===== config.mk =====
export PLATFORM = sky130hd
export DESIGN_NAME = mbinit_sb_tx_arbiter
export DESIGN_NICKNAME = d
export VERILOG_FILES = /design/src/rtl/mbinit_sb_pkg.sv /design/src/rtl/mbinit_sb_tx_arbiter_picker.sv /design/src/rtl/mbinit_sb_tx_arbiter.sv
export SDC_FILE = /design/constraint.sdc
export NUM_CORES = 1
export LEC_CHECK = 0
export BUFFER_PORTS_ARGS = -buffer_cell sky130_fd_sc_hd__buf_2
export CAP_MARGIN = 30
export CELL_PAD_IN_SITES_DETAIL_PLACEMENT = 0
export CELL_PAD_IN_SITES_GLOBAL_PLACEMENT = 2
export CORE_MARGIN = 8
export CORE_UTILIZATION = 27
export DETAILED_ROUTE_END_ITERATION = 6
export PLACE_DENSITY_LB_ADDON = 0.1
export REMOVE_ABC_BUFFERS = 1
export SKIP_CTS_REPAIR_TIMING = 1
export SLEW_MARGIN = 20
export SYNTH_ARGS = -nofsm -noshare
export SYNTH_HDL_FRONTEND = slang
export SYNTH_SLANG_ARGS = --single-unit

===== constraint.sdc =====
create_clock -name CLK -period 2.4 [get_ports CLK]
set_clock_uncertainty 0.15 [all_clocks]
set_input_delay 0 -clock CLK [delete_from_list [all_inputs] [get_ports CLK]]
set_output_delay 0 -clock CLK [all_outputs]
set_load 0.01 [all_outputs]

===== src/rtl/mbinit_sb_pkg.sv =====
// Shared definitions for the MBINIT sideband TX path: message codes,
// arbiter state encoding and default field widths.
package mbinit_sb_pkg;

  localparam int SB_MSG_W  = 4;
  localparam int SB_INFO_W = 3;

  localparam logic [3:0] SB_REPAIRMB_START_REQ          = 4'b0001;
  localparam logic [3:0] SB_REPAIRMB_START_RESP         = 4'b0010;
  localparam logic [3:0] SB_REPAIRMB_END_REQ            = 4'b0011;
  localparam logic [3:0] SB_REPAIRMB_END_RESP           = 4'b0100;
  localparam logic [3:0] SB_REPAIRMB_APPLY_DEGRADE_REQ  = 4'b0101;
  localparam logic [3:0] SB_REPAIRMB_APPLY_DEGRADE_RESP = 4'b0110;

  typedef enum logic [1:0] {
    ARB_IDLE      = 2'd0,
    ARB_LAUNCH    = 2'd1,
    ARB_WAIT_RISE = 2'd2,
    ARB_WAIT_FALL = 2'd3
  } arb_state_e;

endpackage


===== src/rtl/mbinit_sb_tx_arbiter_picker.sv =====
// Combinational round-robin picker: first set request at or after ptr,
// wrapping around the request vector.
module rr_priority_picker #(
  parameter  int NUM_REQ = 4,
  localparam int IDX_W   = $clog2(NUM_REQ)
) (
  input  logic [NUM_REQ-1:0] req,
  input  logic [IDX_W-1:0]   ptr,
  output logic [NUM_REQ-1:0] grant,
  output logic [IDX_W-1:0]   idx,
  output logic               any
);

  logic [NUM_REQ-1:0] rot;

  // Rotate so that bit 0 of rot is the requester at ptr.
  assign rot = NUM_REQ'({req, req} >> ptr);

  always_comb begin
    grant = '0;
    idx   = '0;
    any   = 1'b0;
    for (int i = 0; i < NUM_REQ; i++) begin
      if (!any && rot[i]) begin
        any = 1'b1;
        idx = IDX_W'((int'(ptr) + i) % NUM_REQ);
      end
    end
    grant[idx] = any;
  end

endmodule


===== src/rtl/mbinit_sb_tx_arbiter.sv =====
// Round-robin owner of the sideband TX: launches one message at a time and
// reports accept/done/error back to the requesting MBINIT engine.
module mbinit_sb_tx_arbiter
  import mbinit_sb_pkg::*;
#(
  parameter  int NUM_REQ = 4,
  parameter  int MSG_W   = SB_MSG_W,
  parameter  int INFO_W  = SB_INFO_W,
  parameter  int TIMEOUT = 255,
  localparam int IDX_W   = $clog2(NUM_REQ)
) (
  input  logic                      CLK,
  input  logic                      rst,
  input  logic                      i_flush,
  input  logic [NUM_REQ-1:0]        i_req_valid,
  input  logic [NUM_REQ*MSG_W-1:0]  i_req_msg,
  input  logic [NUM_REQ*INFO_W-1:0] i_req_info,
  input  logic                      i_Busy_SideBand,
  output logic [NUM_REQ-1:0]        o_req_accept,
  output logic [NUM_REQ-1:0]        o_req_done,
  output logic [NUM_REQ-1:0]        o_req_error,
  output logic [MSG_W-1:0]          o_TX_SbMessage,
  output logic [INFO_W-1:0]         o_msg_info,
  output logic                      o_ValidOut,
  output logic [IDX_W-1:0]          o_grant_id,
  output logic                      o_arb_busy
);

  localparam int CNT_W = $clog2(TIMEOUT + 1);

  arb_state_e         state, state_nxt;
  logic [IDX_W-1:0]   rr_ptr, grant_id, pick_idx;
  logic [NUM_REQ-1:0] pick_oh, grant_oh;
  logic               pick_any, grant_en, launch, timeout, fall_hit;
  logic               busy_d, done_q;
  logic [MSG_W-1:0]   msg_q, pick_msg;
  logic [INFO_W-1:0]  info_q, pick_info;
  logic [CNT_W-1:0]   cnt;

  rr_priority_picker #(.NUM_REQ(NUM_REQ)) u_pick (
    .req   (i_req_valid),
    .ptr   (rr_ptr),
    .grant (pick_oh),
    .idx   (pick_idx),
    .any   (pick_any)
  );

  always_comb begin
    pick_msg  = '0;
    pick_info = '0;
    for (int k = 0; k < NUM_REQ; k++) begin
      if (pick_oh[k]) begin
        pick_msg  = pick_msg  | i_req_msg[k*MSG_W +: MSG_W];
        pick_info = pick_info | i_req_info[k*INFO_W +: INFO_W];
      end
    end
  end

  // The IDLE cycle carrying the done pulse is not a grant slot, so a new
  // launch trails done by two cycles.
  assign grant_en = (state == ARB_IDLE) && pick_any && !i_Busy_SideBand &&
                    !i_flush && !done_q;

  always_comb begin
    state_nxt = state;
    launch    = 1'b0;
    timeout   = 1'b0;
    fall_hit  = 1'b0;
    if (i_flush) begin
      state_nxt = ARB_IDLE;
    end else begin
      case (state)
        ARB_IDLE:   if (grant_en) state_nxt = ARB_LAUNCH;
        ARB_LAUNCH: begin
          launch    = 1'b1;
          state_nxt = ARB_WAIT_RISE;
        end
        ARB_WAIT_RISE: begin
          if (i_Busy_SideBand) begin
            state_nxt = ARB_WAIT_FALL;
          end else if (cnt == CNT_W'(TIMEOUT)) begin
            timeout   = 1'b1;
            state_nxt = ARB_IDLE;
          end
        end
        ARB_WAIT_FALL: begin
          if (busy_d && !i_Busy_SideBand) begin
            fall_hit  = 1'b1;
            state_nxt = ARB_IDLE;
          end
        end
        default: state_nxt = ARB_IDLE;
      endcase
    end
  end

  always_ff @(posedge CLK or posedge rst) begin
    if (rst) begin
      state    <= ARB_IDLE;
      rr_ptr   <= '0;
      grant_id <= '0;
      msg_q    <= '0;
      info_q   <= '0;
      cnt      <= '0;
      busy_d   <= 1'b0;
      done_q   <= 1'b0;
    end else begin
      state  <= state_nxt;
      busy_d <= i_Busy_SideBand;
      done_q <= fall_hit;
      if (grant_en) begin
        grant_id <= pick_idx;
        msg_q    <= pick_msg;
        info_q   <= pick_info;
      end
      if (state == ARB_LAUNCH)
        cnt <= '0;
      else if (state == ARB_WAIT_RISE && !i_Busy_SideBand && cnt != CNT_W'(TIMEOUT))
        cnt <= cnt + 1'b1;
      if (timeout || fall_hit)
        rr_ptr <= (grant_id == IDX_W'(NUM_REQ - 1)) ? '0 : grant_id + 1'b1;
    end
  end

  assign grant_oh       = NUM_REQ'(1) << grant_id;
  assign o_ValidOut     = launch;
  assign o_req_accept   = launch ? grant_oh : '0;
  assign o_req_error    = timeout ? grant_oh : '0;
  assign o_req_done     = (done_q && !i_flush) ? grant_oh : '0;
  assign o_TX_SbMessage = msg_q;
  assign o_msg_info     = info_q;
  assign o_grant_id     = grant_id;
  assign o_arb_busy     = (state != ARB_IDLE);

endmodule


# Word level (Yosys, flattened, before mapping)
# Cells that the tools add are included.
# word_totals
out_inout_bits	23
register_bits	23
# classes
add_sub_neg	5
n_mux	39
shift	2
n_lt_le_gt_ge	2
bitwise	7
n_eq_ne	9
reduce_logical	23
# op_table
operator	n
$mux W4	7
$mux W2	10
$mux W8	2
$mux W1	14
$logic_and A1 B1 Y1	12
$mux W3	4
$or A4 B4 Y4	3
$or A3 B3 Y3	3
$add A8 B1 Y8 const B	1
$eq A8 B8 Y1 const B	1
$ne A8 B8 Y1 const B	1
$pmux W2 S4	1
$shr A8 B2 Y4	1
$eq A2 B2 Y1 const B	3
$logic_not A1 Y1	6
$ne A3 B3 Y1 const B	2
$add A2 B1 Y2 const B	2
$add A2 B2 Y2 const B	2
$and A4 B4 Y4	1
$ne A4 B4 Y1 const B	1
$reduce_bool A2 Y1	2
$shl A1 B2 Y4 const A	1
$lt A2 B3 Y1 const B	1
$reduce_and A3 Y1	1
other kinds (5)	5

# Longest topological paths before layout
# logic_depth
depth_word	23
ltp_mapped	6
ltp_nobuf	5

# Hierarchy
# A second synthesis with hierarchy kept.
# hier_totals
hier_cells	159
hier_area_um2	1472.7
# by_module_without_submodules
mod	area_each_um2	seq_area_each_um2	instances	cells_per_inst
mbinit_sb_tx_arbiter	1290.0	575.6	1	127
rr_priority_picker	182.7	0.0	1	32

# Least setup slack after synthesis
# OpenSTA, ideal clock, no wires.
# synth_timing
path_kind	register to register
from	register state[1]
to	register msg_q[0], in the netlist o_TX_SbMessage[0]
period_less_slack_ns	1.985
stages_incl_launch_ff	6
path_slack_ns	0.415
t_required_ns	2.112
setup_ns	0.138
arrival_time_ns	1.697
path_cell_list	dfrtp_1 or4_4 or3_1 buf_6 a31oi_1 a41oi_1
# synth_via
elab_chain_cells	5
# synth_lines
element	line	rtl
start, declared	mbinit_sb_tx_arbiter.sv:31	arb_state_e state, state_nxt;
start signal, assigned	mbinit_sb_tx_arbiter.sv:108	state <= state_nxt;
$logic_not A2 Y1	mbinit_sb_tx_arbiter.sv:61	assign grant_en = (state == ARB_IDLE) && pick_any && !i_Busy_SideBand &&
$logic_and A1 B1 Y1 (3 in series)	mbinit_sb_tx_arbiter.sv:61	
$logic_and A1 B1 Y1	mbinit_sb_tx_arbiter.sv:62	!i_flush && !done_q;
end signal, assigned	mbinit_sb_tx_arbiter.sv:113	msg_q <= pick_msg;
end, declared	mbinit_sb_tx_arbiter.sv:36	logic [MSG_W-1:0] msg_q, pick_msg;
# Every way passes these cells.
# A chain may end at the register's enable or synchronous reset.

# Worst setup path in the final report
# layout_timing
from	register state[1]
to	register info_q[0], in the netlist o_msg_info[0]
# layout_via
elab_chain_cells	5
# layout_lines
element	line	rtl
$logic_not A2 Y1	mbinit_sb_tx_arbiter.sv:61	
$logic_and A1 B1 Y1 (3 in series)	mbinit_sb_tx_arbiter.sv:61	
$logic_and A1 B1 Y1	mbinit_sb_tx_arbiter.sv:62	
end signal, assigned	mbinit_sb_tx_arbiter.sv:114	info_q <= pick_info;
end, declared	mbinit_sb_tx_arbiter.sv:37	logic [INFO_W-1:0] info_q, pick_info;
# Every way passes these cells.

==> results.py <==
metrics = {
    "worst_setup_path": {
        "crit_chain": "or4_4 > or3_1 > a31oi_1 > a41oi_1",
        "path_class": "reg2reg",
        "rrSetupSlack_ns": 0.20,
        "cp_slowest_stage_delay_ns": 0.56,
        "cp_top_family": "simple AND/OR/NAND/NOR gates",
        "cp.arrival_ns": 2.19,
        "critPathSlowestCell": "or4_4",
        "cp-start-kind": "register",
        "critPathRequiredTime_ns": 2.40,
        "reg2reg_to": "o_msg_info[0]",
        "r2r_cells": 4,
        "cp-startpoint": "state[1]",
        "crit_buf_inv": 0,
        "cp-endpoint": "o_msg_info[0]",
        "r2r-start": "state[1]",
        "path_depth": 4,
        "crit_path_end_kind": "register",
        "critPathMaxFanout": 10,
    },
    "timing": {
        "hold-worst-slack_ns": -0.0209,
        "finalWorstPathRequiredPeriod_ns": 2.20,
        "rsz0062_at_grt": "false",
        "fin_crit_sh_pct": 91.5,
        "fin_setup_tns_ns": 0,
        "max_slew_margin_pct": 60.7,
        "hold_viol": 4,
        "setup_viol": 0,
        "max_clock_freq_mhz": 455,
        "slew_viol_final": 0,
        "tightest_slew_ns": 0.585,
    },
    "synthesis": {
        "synth.distinct_cells": 43,
        "ys_seq_elements": 23,
        "ys_seq_area_share_pct": 37.6,
        "synthFlopType": "dfrtp_1",
        "yosysTopAreaCell": "dfrtp_1",
        "async_reset_ff_share_pct": 100,
        "synth_top_area_share_pct": 37.6,
        "synth_edf_count": 0,
        "syn_inst": 173,
        "synth.avg_cell_area_um2": 8.85,
        "yosysWarningCount": 0,
        "synthTopCellsByArea": "dfrtp_1, nand4_1, and2_1",
        "syn_area_mm2": 0.00153,
    },
    "global_routing": {
        "antenna_found_initial": 0,
        "grt_pass1_wl_mm": 8.44,
        "grt_pass1_vias": 1672,
        "grt_max_degree": 17,
        "gr-total-overflow": 0,
        "globalRouteTotalUtil_pct": 12.3,
    },
    "place": {
        "place.detailed.hpwl_mm": 3.93,
        "dp.cells": 301,
        "gp_congestion": 0.757,
        "port_buffers": 58,
    },
    "cts": {
        "cts.sinks": 23,
        "cts_tree": "done",
        "htreeDepth": 1,
        "cts_buffers": 3,
        "clkTransAtPathRegs_ns": 0.09,
        "clk_latency_ns": 0.27,
        "clockRootBuffer": "clkbuf_8",
        "cts_buffer_depth": 2,
    },
    "detailed_routing": {
        "vias": 1684,
        "detail-route-antenna-nets": 0,
        "post_drt_wl_per_cell_um": 16.3,
        "drcViolationCount": 0,
        "drtIter0Drc": 93,
        "wirelength_mm": 5.40,
        "avgViaCountPerCell": 5.07,
        "first_pass_iters": 4,
    },
    "layout": {
        "multi_input_area_um2": 895,
        "fill_cells": 546,
        "layout_commonest_cell": "buf_2",
        "final_cell_mix": "buf_2, dlygate4sd3_1, dfrtp_1",
        "drive_gt1_share_pct": 27.7,
        "final_cells": 332,
        "final_util_pct": 40.9,
        "seq_area_um2": 576,
        "diodes": 0,
        "syn2layout_area_growth_pct": 47.1,
        "layout.nets": 302,
    },
    "power": {
        "leakage_uw": 0.00101,
        "total_power_uw": 1080,
        "ir_drop_mv": 0.211,
        "p_per_area_mw_per_mm2": 481,
    },
    "floorplanning": {
        "rows": 27,
        "design.core.area_mm2": 0.00551,
        "ios": 59,
        "start_util_pct": 27.8,
        "dieArea_mm2": 0.00834,
        "die_h_um": 91.3,
        "die_w_um": 91.3,
    },
    "run_status": {
        "outcome": "finished with violations",
        "violations": "negative hold slack",
    },
    "flow_run": {
        "cap_violations": 0,
    },
    "hold_path": {
        "hold_depth": 3,
        "hold_class": "in2reg",
    },
}
==> power breakdown <==
| group | total [uW] | switching [uW] | leakage (uW) | internal, uW |
|---|---|---|---|---|
| Clock | 255 | 138 | 0.0000217 | 118 |
| Sequential | 490 | 50.3 | 0.000289 | 440 |
| Combinational | 338 | 176 | 0.000702 | 162 |
| Total | 1080 | 364 | 0.00101 | 719 |
==> cell families after synthesis <==
group / share of synthesized area (%)
muxes: 2.04
xor gates and xnor gates: 0.572
DFF: 37.6
adders and majority gates: 4.08
and+or+nand+nor: 32.8
buffers and inverters: 4.00
AOI/OAI and AO/OA: 19.0
==> worst reg2reg max path: stages, from the launching register on <==
cell and delay [ns]:
dfrtp_1 0.45, or4_4 0.56, or3_1 0.54, a31oi_1 0.24, a41oi_1 0.13
==> worst min path at each step <==
stage                    startpoint           endpoint  slack (ns)
floorplan                       rst             busy_d       -0.15
global placement    i_Busy_SideBand             busy_d        0.06
detailed placement              rst             cnt[1]       -0.13
CTS                             rst             cnt[1]       -0.43
global route           i_req_msg[3]  o_TX_SbMessage[3]      0.0004
finish                 i_req_msg[3]  o_TX_SbMessage[3]       -0.02
==> metal layers <==
layer,GRT usage (%),routed length (um),share of wire [%]
met3,2.22,221,4.1
met2,23.3,2800,52
met5,0,0,0
met4,2.86,114,2.1
met1,13.9,2260,42
==> sequential cells by signal (all words and copies together) (netlist names) <==
name and cells:
o_TX_SbMessage 4, rr_ptr 2, cnt 8, o_grant_id 2, done_q 1, state 2, o_msg_info 3, busy_d 1
==> cell usage after synthesis, types with 2 or more instances <==
cell type	n
nor4_1	3
a21oi_1	5
nor2_1	15
mux2i_1	2
ha_1	5
or3_1	5
nand2b_1	4
inv_1	7
o31ai_1	4
nor2b_1	6
a31oi_1	7
a41oi_1	7
dfrtp_1	23
nand4_1	14
nand2_1	5
o21ai_1	3
and2_1	12
o211ai_1	2
o21ai_0	5
clkbuf_1	5
nand3_1	10
o221ai_1	3
==> final cells by class <==
cell class / count / share of cell area (%)
repair buffers: 90 / 27.4
well taps: 72 / 4.00
flip-flops and latches: 23 / 25.5
clock buffers: 3 / 1.83
clock inverters: 1 / 0.333
inverters: 7 / 1.17
multi-input cells: 136 / 39.7
==> stage by stage <==
stage | cell area (um^2) | worst slack, ns
after CTS | 1980 | 0.232
after global placement | 1910 | 0.268
after global routing | 2250 | 0.107
final | 2250 | 0.204
after detailed placement | 1930 | 0.215
after floorplan | 1500 | 0.310
Note: power is estimated with default switching activity, not from simulation.
